`src/rtl/divider_32_bit_if.sv`:
```
// Handshake and operand/result bundle between the miniRISC ALU control and the divider.
interface divider_32_bit_if;
   logic        start;
   logic        is_signed;
   logic [31:0] dividend;
   logic [31:0] divisor;
   logic [31:0] quotient;
   logic [31:0] remainder;
   logic        busy;
   logic        done;
   logic        div_by_zero;

   modport master (
      output start, is_signed, dividend, divisor,
      input  quotient, remainder, busy, done, div_by_zero
   );

   modport slave (
      input  start, is_signed, dividend, divisor,
      output quotient, remainder, busy, done, div_by_zero
   );
endinterface

```
`src/rtl/divider_32_bit.sv`:
```
// Multi-cycle restoring divider: one quotient bit per clock, the trial subtraction
// runs through adder_32_bit, with sign fix-up applied in a final cycle.
module adder_32_bit (
   input  logic [31:0] a,
   input  logic [31:0] b,
   input  logic        c_in,
   output logic [31:0] sum,
   output logic        c_out
);
   assign {c_out, sum} = {1'b0, a} + {1'b0, b} + {32'd0, c_in};
endmodule

module divider_32_bit (
   input logic             clk,
   input logic             rst,
   divider_32_bit_if.slave divBus
);
   typedef enum logic [1:0] {IDLE, CALC, FIX} state_t;

   state_t      state_q, state_d;
   logic [31:0] quotAcc_q, quotAcc_d;
   logic [31:0] partRem_q, partRem_d;
   logic [31:0] divisorAbs_q, divisorAbs_d;
   logic [4:0]  count_q, count_d;
   logic        negQuot_q, negQuot_d;
   logic        negRem_q, negRem_d;
   logic        divZero_q, divZero_d;
   logic [31:0] quotient_q, quotient_d;
   logic [31:0] remainder_q, remainder_d;
   logic        dzOut_q, dzOut_d;
   logic        done_q, done_d;

   logic [31:0] shifted;
   logic [31:0] trial;
   logic        trialCarry;
   logic        accept;

   assign shifted = {partRem_q[30:0], quotAcc_q[31]};

   adder_32_bit trialSub (
      .a     (shifted),
      .b     (~divisorAbs_q),
      .c_in  (1'b1),
      .sum   (trial),
      .c_out (trialCarry)
   );

   // The bit shifted out of R[31] is the 33rd bit of S, so S >= D regardless of the carry.
   assign accept = partRem_q[31] | trialCarry;

   always_ff @(posedge clk) begin
      if (rst) begin
         state_q      <= IDLE;
         quotAcc_q    <= '0;
         partRem_q    <= '0;
         divisorAbs_q <= '0;
         count_q      <= '0;
         negQuot_q    <= 1'b0;
         negRem_q     <= 1'b0;
         divZero_q    <= 1'b0;
         quotient_q   <= '0;
         remainder_q  <= '0;
         dzOut_q      <= 1'b0;
         done_q       <= 1'b0;
      end else begin
         state_q      <= state_d;
         quotAcc_q    <= quotAcc_d;
         partRem_q    <= partRem_d;
         divisorAbs_q <= divisorAbs_d;
         count_q      <= count_d;
         negQuot_q    <= negQuot_d;
         negRem_q     <= negRem_d;
         divZero_q    <= divZero_d;
         quotient_q   <= quotient_d;
         remainder_q  <= remainder_d;
         dzOut_q      <= dzOut_d;
         done_q       <= done_d;
      end
   end

   always_comb begin
      state_d = state_q;
      case (state_q)
         IDLE:    if (divBus.start) state_d = CALC;
         CALC:    if (count_q == 5'd31) state_d = FIX;
         FIX:     state_d = IDLE;
         default: state_d = IDLE;
      endcase
   end

   always_comb begin
      quotAcc_d    = quotAcc_q;
      partRem_d    = partRem_q;
      divisorAbs_d = divisorAbs_q;
      count_d      = count_q;
      negQuot_d    = negQuot_q;
      negRem_d     = negRem_q;
      divZero_d    = divZero_q;
      quotient_d   = quotient_q;
      remainder_d  = remainder_q;
      dzOut_d      = dzOut_q;
      done_d       = 1'b0;
      case (state_q)
         IDLE: begin
            if (divBus.start) begin
               quotAcc_d    = (divBus.is_signed && divBus.dividend[31]) ? -divBus.dividend : divBus.dividend;
               divisorAbs_d = (divBus.is_signed && divBus.divisor[31])  ? -divBus.divisor  : divBus.divisor;
               partRem_d    = '0;
               count_d      = '0;
               // A zero divisor keeps the all-ones quotient unsigned so signed mode reports -1.
               negQuot_d    = divBus.is_signed & (divBus.dividend[31] ^ divBus.divisor[31])
                              & (divBus.divisor != 32'd0);
               negRem_d     = divBus.is_signed & divBus.dividend[31];
               divZero_d    = (divBus.divisor == 32'd0);
            end
         end
         CALC: begin
            partRem_d = accept ? trial : shifted;
            quotAcc_d = {quotAcc_q[30:0], accept};
            count_d   = count_q + 5'd1;
         end
         FIX: begin
            quotient_d  = negQuot_q ? -quotAcc_q : quotAcc_q;
            remainder_d = negRem_q  ? -partRem_q : partRem_q;
            dzOut_d     = divZero_q;
            done_d      = 1'b1;
         end
         default: ;
      endcase
   end

   always_comb begin
      divBus.busy        = (state_q != IDLE);
      divBus.done        = done_q;
      divBus.quotient    = quotient_q;
      divBus.remainder   = remainder_q;
      divBus.div_by_zero = dzOut_q;
   end
endmodule

```
`src/flat_wrapper.sv`:
```
// flat-port wrapper written by rule: the top's interface ports become plain ports
module divider_32_bit_flat 
  (clk, rst, divBus_start, divBus_is_signed, divBus_dividend, divBus_divisor, divBus_quotient, divBus_remainder, divBus_busy, divBus_done, divBus_div_by_zero);
  divider_32_bit_if divBus_i ();
  input logic clk;
  input logic rst;
  input wire logic [$bits(divBus_i.start)-1:0] divBus_start;
  input wire logic [$bits(divBus_i.is_signed)-1:0] divBus_is_signed;
  input wire logic [$bits(divBus_i.dividend)-1:0] divBus_dividend;
  input wire logic [$bits(divBus_i.divisor)-1:0] divBus_divisor;
  output wire logic [$bits(divBus_i.quotient)-1:0] divBus_quotient;
  output wire logic [$bits(divBus_i.remainder)-1:0] divBus_remainder;
  output wire logic [$bits(divBus_i.busy)-1:0] divBus_busy;
  output wire logic [$bits(divBus_i.done)-1:0] divBus_done;
  output wire logic [$bits(divBus_i.div_by_zero)-1:0] divBus_div_by_zero;
  assign divBus_i.start = divBus_start;
  assign divBus_i.is_signed = divBus_is_signed;
  assign divBus_i.dividend = divBus_dividend;
  assign divBus_i.divisor = divBus_divisor;
  assign divBus_quotient = divBus_i.quotient;
  assign divBus_remainder = divBus_i.remainder;
  assign divBus_busy = divBus_i.busy;
  assign divBus_done = divBus_i.done;
  assign divBus_div_by_zero = divBus_i.div_by_zero;
  divider_32_bit u_core (.clk(clk), .rst(rst), .divBus(divBus_i));
endmodule
```
`config.mk`:
```
export PLATFORM = sky130hd
export DESIGN_NAME = divider_32_bit_flat
export DESIGN_NICKNAME = d
export VERILOG_FILES = /design/src/rtl/divider_32_bit_if.sv /design/src/rtl/divider_32_bit.sv /design/src/flat_wrapper.sv
export SDC_FILE = /design/constraint.sdc
export NUM_CORES = 1
export LEC_CHECK = 0
export CORE_MARGIN = 5
export CORE_UTILIZATION = 58
export CTS_BUF_LIST = sky130_fd_sc_hd__clkbuf_4 sky130_fd_sc_hd__clkbuf_8
export DETAILED_ROUTE_END_ITERATION = 8
export PLACE_DENSITY = 0.82
export SLEW_MARGIN = 30
export SYNTH_ARGS = -nofsm -noshare
export SYNTH_HDL_FRONTEND = slang
export SYNTH_SLANG_ARGS = --single-unit
```
`constraint.sdc`:
```
create_clock -name clk -period 3.81 [get_ports clk]
set_clock_uncertainty 0.15 [all_clocks]
set_input_delay 0.5715 -clock clk [delete_from_list [all_inputs] [get_ports clk]]
set_output_delay 0.5715 -clock clk [all_outputs]
set_load 0.05 [all_outputs]
```
# Yosys cells after proc, flatten, opt, wreduce, memory -nomap -nowiden
# Cells that the tools add are included.
[op_classes]
addsub = 7
n_eq_ne = 5
n_mux = 15
bitwise = 6
n_reduce_logical = 10
[op_table]
columns = ["operator", "count"]
rows = [
  ["$mux W32", 7],
  ["$neg A32 Y32", 4],
  ["$pmux W32 S2", 2],
  ["$add A32 B32 Y33", 1],
  ["$add A33 B1 Y33 const B", 1],
  ["$logic_not A32 Y1", 1],
  ["$not A32 Y32", 1],
  ["$reduce_bool A32 Y1", 1],
  ["$pmux W5 S2", 1],
  ["$reduce_and A2 Y1", 3],
  ["$add A5 B1 Y5 const B", 1],
  ["$eq A5 B5 Y1 const B", 1],
  ["$mux W5", 1],
  ["$mux W2", 2],
  ["$pmux W2 S2", 1],
  ["$reduce_bool A2 Y1", 2],
  ["$and A1 B1 Y1", 3],
  ["$eq A2 B1 Y1 const B", 1],
  ["$eq A2 B2 Y1 const B", 1],
  ["$logic_and A1 B1 Y1", 2],
  ["$logic_not A2 Y1", 1],
  ["$ne A2 B1 Y1 const B", 1],
  ["$ne A2 B2 Y1 const B", 1],
  ["$mux W1", 1],
  ["2 further kinds", 2],
]
[totals]
register_bits = 172
inputBits = 68

# Depth between registers and ports, before layout
# Gate-level depths: netlist (run 1).
[depth]
ltp_word = 6
mapped_depth = 13
ltp_nobuf = 11

# By module
# Synthesis (run 1) repeated with hierarchy kept, for this count alone.
[unflattened]
cells_unflattened = 1507
area_unflattened_um2 = 11403.4
[modules_own_cells]
columns = ["module", "instances", "cells_each", "area_per_inst_um2"]
rows = [
  ["divider_32_bit", 1, 1248, 9549.2],
  ["adder_32_bit", 1, 259, 1854.3],
]

# Worst setup path before layout (run 1)
# No wires, ideal clock.
[synth_path]
path_type = "flip-flop to flip-flop"
start = "register u_core.partRem_q[24]"
end = "register u_core.partRem_q[25]"
arrival_ns = 2.777
required_ns = 3.532
slack_ns = 0.755
path_stages_with_launch = 13
n_path_buf = 3
synth_period_minus_slack_ns = 3.055
cell_sequence = "dfxtp_1 > ha_1 > clkbuf_1 > a21o_1 > a21o_1 > a21o_1 > a2111oi_0 > o211a_1 > a21bo_2 > clkbuf_1 > clkbuf_1 > a32oi_1 > o21ai_0"
[synth_between]
elab_chain_cells = 5
[synth_rtl]
columns = ["item", "line_no", "rtl"]
rows = [
  ["start, declared", "divider_32_bit.sv:22", "logic [31:0] partRem_q, partRem_d;"],
  ["start signal, assigned", "divider_32_bit.sv:68", "partRem_q <= partRem_d;"],
  ["$add A32 B32 Y33", "divider_32_bit.sv:10", "assign {c_out, sum} = {1'b0, a} + {1'b0, b} + {32'd0, c_in};"],
  ["$add A33 B1 Y33", "divider_32_bit.sv:10", ""],
  ["$or A1 B1 Y1", "divider_32_bit.sv:49", "assign accept = partRem_q[31] | trialCarry;"],
  ["$mux W32 *", "divider_32_bit.sv:118", "partRem_d = accept ? trial : shifted;"],
  ["$pmux W32 S2 *", "divider_32_bit.sv:103", "case (state_q)"],
]
# Mark *: on every way between the ends. The rest lies on a longest branch, timed or not.
# A chain may end at the register's enable or synchronous reset.

# Final worst setup path (run 1)
[layout_path]
start = "register u_core.divisorAbs_q[6]"
end = "register u_core.partRem_q[27]"
[layout_between]
elab_chain_cells = 6
[layout_rtl]
columns = ["item", "line_no", "rtl"]
rows = [
  ["start, declared", "divider_32_bit.sv:23", "logic [31:0] divisorAbs_q, divisorAbs_d;"],
  ["start signal, assigned", "divider_32_bit.sv:69", "divisorAbs_q <= divisorAbs_d;"],
  ["$not A32 Y32 *", "divider_32_bit.sv:42", ".b (~divisorAbs_q),"],
  ["$add A32 B32 Y33 *", "divider_32_bit.sv:10", ""],
  ["$add A33 B1 Y33 *", "divider_32_bit.sv:10", ""],
  ["$or A1 B1 Y1", "divider_32_bit.sv:49", ""],
  ["$mux W32 *", "divider_32_bit.sv:118", ""],
  ["$pmux W32 S2 *", "divider_32_bit.sv:103", ""],
]
# Marked as above.

==> key figures, run 1 <==
Layout
  – Fin util: 0.698
  – Area grow syn2layout: 18.5%
  – Layout cells sized above 1: 0.0561
  – # fillers: 1519
  – Most common cell after layout, fill and taps aside: dfxtp_1
  – Ant. Diodes: 0
  – Final nets: 1539
  – Register area: 3450 um2
  – Area occupied by multi-input gates: 6660 um2
  – Most frequent cells in the layout: dfxtp_1, nor2_1, clkdlybuf4s50_1, nand2_1, xor2_1
  – Design area: 12500 um2

Synthesis
  – Mapped Cells: 1336
  – Syn Area/Cell: 7.92 um2
  – #FFs+latches synth: 172
  – Post-Syn Area: 10600 um2
  – Number of synthesized flops with an enable pin: 0
  – Post-synthesis async set-or-reset flop share: 0
  – Ys Warns: 0
  – Unique masters post-synth: 67
  – Sequential fraction of the synthesis area: 0.325
  – Ys flop type: dfxtp_1
  – Syn nets: 1443

Worst setup path
  – WP data arrival: 3.57 ns
  – Critical Path Start Type: flop
  – CP endpoint kind: flop
  – Setup Crit Path Kind: reg -> reg
  – FF-to-FF path depth: 11
  – WP data required: 4.02 ns
  – Worst Path Max Fanout: 6

STA
  – Final worst-path cycle share: 0.883
  – Relative slew slack: 0.337
  – Pins Over Slew Limit: 0
  – Final Hold Viols: 0
  – Final setup fails: 0
  – Measured slew at the worst slew-check pin: 0.994 ns
  – RSZ-0062 raised after global routing: no
  – Min Tclk post-route: 3.36 ns
  – TNS Setup: 0 ns
  – Fmax: 0.297 GHz

Route
  – Total detailed-routing wirelength: 27500 um
  – Via count: 10050
  – DR iter-0 viols: 804
  – First drt pass iteration count: 5
  – Final ANT Viol Nets: 0
  – DRC: 0
  – Routed WL per cell: 16.5 um
  – Vias/cell: 6.01

GRT
  – Global-route wire length before repair: 45200 um
  – Vias in the first global route: 9117
  – Largest net degree at the start of global routing: 95
  – Met2 usage: 0.371
  – Initial antenna violation count: 0
  – Total gr overflow: 0
  – Met1 usage: 0.387
  – Busiest layer in global routing: met1
  – Total global-route track usage: 0.251
  – Met3 Track Usage GR: 0.0377

Floorplanning
  – IO Pins: 135
  – Die extent in y: 145 um
  – Placeable Area: 18000 um2
  – # rows: 49
  – Die width: 145 um
  – Initial cell density of the core: 0.589
  – Die area: 21000 um2

Clocking
  – CTS tree: yes
  – Later-pin clock latency in the skew report: 0.47 ns
  – Postcts setup bufs: 0
  – CTS Buffer Depth: 2
  – PostCTS Resize Cnt: 0
  – Num CTS Buffers: 17
  – Post-CTS Hold Fix Bufs: 0
  – H-tree Lvls: 4
  – Root buffer cell: clkbuf_8
  – Clock transition at path regs: 0.09 ns
  – Clk sinks: 172

Placement
  – RD Place Congestion: 0.945
  – Cell area after placement: 12100 um2
  – Number of port buffers: 134
  – HPWL after DPL: 20500 um

Power and ir drop
  – VDD IR max: 0.235 mV
  – Leak: 4.57 nW
  – Pwr per Cell Area: 345 nW/um2

Worst hold path
  – Worst Hold Class: reg -> reg
  – Hold path cells: 2

Outcome
  – Status: completed

Job
  – Max Cap Viol: 0
==> power by group <==
part / leakage (nW) / switching (mW) / internal (mW)
clock network: 0.198 / 0.674 / 0.648
logic: 2.98 / 0.600 / 0.436
registers: 1.40 / 0.103 / 1.87
total: 4.57 / 1.38 / 2.95
==> per-layer routing <==
layer  part of all wire  up-vias
li1                   -     5030
met1               0.48     4641
met2               0.42      353
met3              0.083       26
met4              0.010        0
met5                  0        -
==> path summary, 6_finish.rpt <==
| path | slack [ns] | to | start |
|---|---|---|---|
| min | 0.31 | u_core.divisorAbs_q[31] | u_core.divisorAbs_q[31] |
| max | 0.45 | u_core.partRem_q[27] | u_core.divisorAbs_q[6] |
| max reg2reg | 0.45 | u_core.partRem_q[27] | u_core.divisorAbs_q[6] |
| min reg2reg | 0.31 | u_core.divisorAbs_q[31] | u_core.divisorAbs_q[31] |
==> Yosys cell counts, types with 3 or more instances <==
library cell  count  area, um2
dfxtp_1         172       3440
nor2_1          148        556
nand2_1         130        488
xor2_1           98        858
a21oi_1          96        480
a211oi_1         84        631
o21ai_0          74        370
clkbuf_1         67        251
inv_1            52        195
xnor2_1          43        377
ha_1             38        475
a22oi_1          29        218
o31ai_1          22        165
mux2i_1          21        210
nor3_1           20        100
nand3_1          18       90.1
or3_1            15       93.8
o41ai_1          14        123
a31oi_1          13       81.3
buf_1            13       48.8
nand2b_1         13       81.3
or4_1            12       90.1
a32oi_1          11       96.3
nor2b_1          11       68.8
a21o_1            9       67.6
and2_1            9       56.3
o21a_1            9       67.6
nand4_1           8       50.1
o211ai_1          8       60.1
a311oi_1          7       61.3
and3_1            7       43.8
nor4_1            5       31.3
a2111oi_0         4       35.0
nand3b_1          4       30.0
o21ai_1           4       20.0
o22ai_1           4       25.0
a21boi_0          3       22.5
==> area by class of cell <==
cell class / instances / share of cell area
Multi-Input combinational cell: 1030 / 0.531
Sequential cell: 172 / 0.275
Timing Repair Buffer: 159 / 0.123
Clock buffer: 22 / 0.0231
Tap cell: 229 / 0.0228
Inverter: 52 / 0.0156
Clock inverter: 9 / 0.00908
==> sequential cells by signal, indices dropped and copies added, names as in the netlist <==
register / count
u_core.divBus.div_by_zero: 1
u_core.quotAcc_q: 32
u_core.divBus.done: 1
u_core.partRem_q: 32
u_core.divisorAbs_q: 32
u_core.divZero_q: 1
u_core.count_q: 5
u_core.divBus.quotient: 32
u_core.state_q: 2
u_core.negRem_q: 1
u_core.negQuot_q: 1
u_core.divBus.remainder: 32
==> cells by family after synthesis <==
logic type,Yosys count,share of synthesized area
buffers and inverters,134,0.0478
flip-flops,172,0.325
AO/OA/AOI/OAI,413,0.260
AND/OR/NAND/NOR,416,0.184
multiplexers,21,0.0199
adder cells (fa/ha/maj),39,0.0468
XOR/XNOR,141,0.117
==> stage by stage <==
stage	std cells	worst slack (ns)	total power, mW	hold slack (ns)
5_1_grt	1673	0.264	4.54	0.335
2_1_floorplan	1336	0.755	2.71	0.282
3_3_place_gp	1641	0.383	3.00	0.292
6_report	1673	0.445	4.33	0.306
3_5_place_dp	1641	0.220	3.02	0.296
4_1_cts	1672	0.501	4.32	0.309
==> critical path, stage by stage (launching register included) <==
cell and delay, ns:
dfxtp_1 0.34, inv_1 0.08, ha_1 0.39, o21ai_0 0.19
a2111oi_0 0.44, o21a_1 0.25, o311ai_0 0.14, buf_4 0.19
o211ai_1 0.36, o21ai_0 0.20, xnor2_1 0.20, a221o_1 0.33
(Power assumes the default switching activity.)
==> run 2, diff against run 1 <==
--- a/config.mk
+++ b/config.mk
@@ -5,11 +5,12 @@
 export SDC_FILE = /design/constraint.sdc
 export NUM_CORES = 1
 export LEC_CHECK = 0
-export CORE_MARGIN = 5
+export CORE_ASPECT_RATIO = 1.2
+export CORE_MARGIN = 2
 export CORE_UTILIZATION = 58
 export CTS_BUF_LIST = sky130_fd_sc_hd__clkbuf_4 sky130_fd_sc_hd__clkbuf_8
 export DETAILED_ROUTE_END_ITERATION = 8
-export PLACE_DENSITY = 0.82
+export PLACE_DENSITY = 0.87
 export SLEW_MARGIN = 30
 export SYNTH_ARGS = -nofsm -noshare
 export SYNTH_HDL_FRONTEND = slang
==> run 2 against run 1 <==
Compared with the run above: first-iteration DRC count decreased by 2.9%; final cell count is 0.12% higher; fmax about the same; die area shrank 8.1%; global-route usage increased by 4.0 points; highest routed layer unchanged.
==> key figures, run 2 (same netlist as run 1, synthesis figures left out) <==
STA
  – Final worst-path cycle share: 0.883 (about the same)
  – Final worst setup slack: 0.446 ns (was 0.445 ns)
  – Fmax: 0.297 GHz (about the same)
  – Measured slew at the worst slew-check pin: 0.895 ns (was 0.994 ns)
  – Final Hold Viols: 0 (unchanged)
  – TNS Setup: 0 ns (unchanged)
  – Hold Slack: 0.306 ns (about the same)
  – Relative slew slack: 0.402 (was 0.337)
  – Final setup fails: 0 (unchanged)
  – Pins Over Slew Limit: 0 (unchanged)
  – Min Tclk post-route: 3.36 ns (about the same)
  – RSZ-0062 raised after global routing: no (unchanged)

Clocking
  – Clock transition at path regs: 0.09 ns (about the same)
  – Num CTS Buffers: 17 (unchanged)
  – CTS Buffer Depth: 2 (unchanged)
  – Post-CTS Hold Fix Bufs: 0 (unchanged)
  – PostCTS Resize Cnt: 0 (unchanged)
  – Postcts setup bufs: 0 (unchanged)
  – H-tree Lvls: 4 (unchanged)
  – Later-pin clock latency in the skew report: 0.47 ns (about the same)
  – Clk sinks: 172 (unchanged)
  – Root buffer cell: clkbuf_8 (unchanged)
  – CTS tree: yes (unchanged)

GRT
  – Initial antenna violation count: 0 (unchanged)
  – Largest net degree at the start of global routing: 98 (was 95)
  – Total gr overflow: 0 (unchanged)
  – Global-route wire length before repair: 46300 um (was 45200 um)
  – Vias in the first global route: 9316 (was 9117)
  – Total global-route track usage: 0.292 (was 0.251)

Route
  – Routed WL per cell: 16.8 um (was 16.5 um)
  – Via count: 10161 (was 10050)
  – DR iter-0 viols: 781 (was 804)
  – Final ANT Viol Nets: 0 (unchanged)
  – DRC: 0 (unchanged)
  – Vias/cell: 6.07 (was 6.01)
  – First drt pass iteration count: 5 (unchanged)
  – Total detailed-routing wirelength: 28200 um (was 27500 um)

Layout
  – Area grow syn2layout: 18.9% (was 18.5%)
  – Most common cell after layout, fill and taps aside: dfxtp_1 (unchanged)
  – Finished Layout Cells: 1675 (was 1673)
  – Ant. Diodes: 0 (unchanged)
  – Layout cells sized above 1: 0.0593 (was 0.0561)
  – Most frequent cells in the layout: dfxtp_1, nor2_1, clkdlybuf4s50_1, nand2_1, xor2_1 (unchanged)
  – # fillers: 1434 (was 1519)
  – Final nets: 1545 (was 1539)

Worst setup path
  – Worst path max stage delay: 0.46 ns (was 0.44 ns)
  – Critical Path, Cell by Cell: inv_1, ha_1, a21oi_1, nand2_1, o21a_1, o311ai_0, buf_4, o211ai_1, o31ai_1, xor2_1, o211ai_1 (was inv_1, ha_1, o21ai_0, a2111oi_0, o21a_1, o311ai_0, buf_4, o211ai_1, o21ai_0, xnor2_1, a221o_1)
  – Crit-path most repeated cell: o211ai_1 (was o21ai_0)
  – Worst Path Max Fanout: 5 (was 6)
  – R2R setup slack: 0.45 ns (about the same)
  – RR Startpoint: u_core.divisorAbs_q[4] (was u_core.divisorAbs_q[6])
  – Critical-path top delay cell: o31ai_1 (was a2111oi_0)
  – CP endpoint kind: flop (unchanged)
  – WP data arrival: 3.57 ns (about the same)
  – Reg-to-reg endpoint: u_core.partRem_q[29] (was u_core.partRem_q[27])
  – CP bufs+invs: 2 (unchanged)
  – CP delay by family, top: compound AO/OA/AOI/OAI gates (unchanged)
  – Critical Path Start Type: flop (unchanged)
  – WP data required: 4.01 ns (was 4.02 ns)
  – FF-to-FF path depth: 11 (unchanged)
  – Crit path from: u_core.divisorAbs_q[4] (was u_core.divisorAbs_q[6])
  – Setup Crit Path Kind: reg -> reg (unchanged)

Outcome
  – Status: completed (unchanged)

Floorplanning
  – Die extent in y: 152 um (was 145 um)
  – Die area: 19300 um2 (was 21000 um2)
  – # rows: 54 (was 49)
  – Initial cell density of the core: 0.586 (was 0.589)
  – Die width: 127 um (was 145 um)
  – Placeable Area: 18000 um2 (about the same)
  – IO Pins: 135 (unchanged)

Job
  – Max Cap Viol: 0 (unchanged)

Placement
  – Placed insts: 1642 (was 1641)
  – Number of port buffers: 134 (unchanged)
  – HPWL after DPL: 21100 um (was 20500 um)
  – RD Place Congestion: 0.917 (was 0.945)
  – Place WS: 0.259 ns (was 0.220 ns)

Power and ir drop
  – Leak: 4.61 nW (was 4.57 nW)
  – Pwr per Cell Area: 341 nW/um2 (was 345 nW/um2)
  – Power Total: 4.29 mW (was 4.33 mW)
  – VDD IR max: 0.216 mV (was 0.235 mV)

Worst hold path
  – Worst Hold Class: reg -> reg (unchanged)
  – Hold path cells: 2 (unchanged)
  – Min-Delay Endpoint: u_core.divisorAbs_q[18] (was u_core.divisorAbs_q[31])
  – Hold Startpoint: u_core.divisorAbs_q[18] (was u_core.divisorAbs_q[31])
run 2: cell types whose count changed in the layout (fill, tap and decap cells not counted), sizes merged:
cell	delta
buf	+6
bufinv	-1
clkbuf	-1
clkinv	-1
inv	+4
run 2: final cells by class:
type                    instances  area [um2]  share of cell area
multi-input cells            1030        6650               0.529
well taps                     224         280              0.0223
inverters                      52         195              0.0155
repair buffers                165        1620               0.129
clock inverters                11         109             0.00866
clock buffers                  21         277              0.0220
flip-flops and latches        172        3440               0.274
run 2: how the worst max path moves through the flow:
stage                      endpoint  depth (start not counted)
2_1_floorplan  u_core.partRem_q[25]                         12
3_3_place_gp   u_core.quotAcc_q[31]                          9
3_5_place_dp   u_core.quotAcc_q[31]                          9
4_1_cts        u_core.partRem_q[29]                         10
5_1_grt        u_core.partRem_q[27]                         11
6_report       u_core.partRem_q[29]                         11
run 2: worst reg2reg max path: stages (launching register included):
cell,delay [ns]
dfxtp_1,0.43
inv_1,0.08
ha_1,0.36
a21oi_1,0.34
nand2_1,0.12
o21a_1,0.22
o311ai_0,0.34
buf_4,0.21
o211ai_1,0.20
o31ai_1,0.46
xor2_1,0.23
o211ai_1,0.11
run 2: layer usage:
layer  up-vias  part of all wire  global-route usage
li1       5029                 -                   -
met5         -                 0                   0
met1      4706              0.44               0.396
met3        74             0.060              0.0500
met2       352              0.46               0.465
met4         0             0.035               0.108
run 2: through the flow:
stage	instance area, um2	utilization
floorplan	10600	-
global placement	12200	0.674
detailed placement	12200	0.674
CTS	12500	0.696
global route	12600	0.697
finish	12600	0.697
run 2: where the power goes:
part | switching [mW] | internal (mW)
logic | 0.606 | 0.442
registers | 0.0950 | 1.87
clock network | 0.700 | 0.575
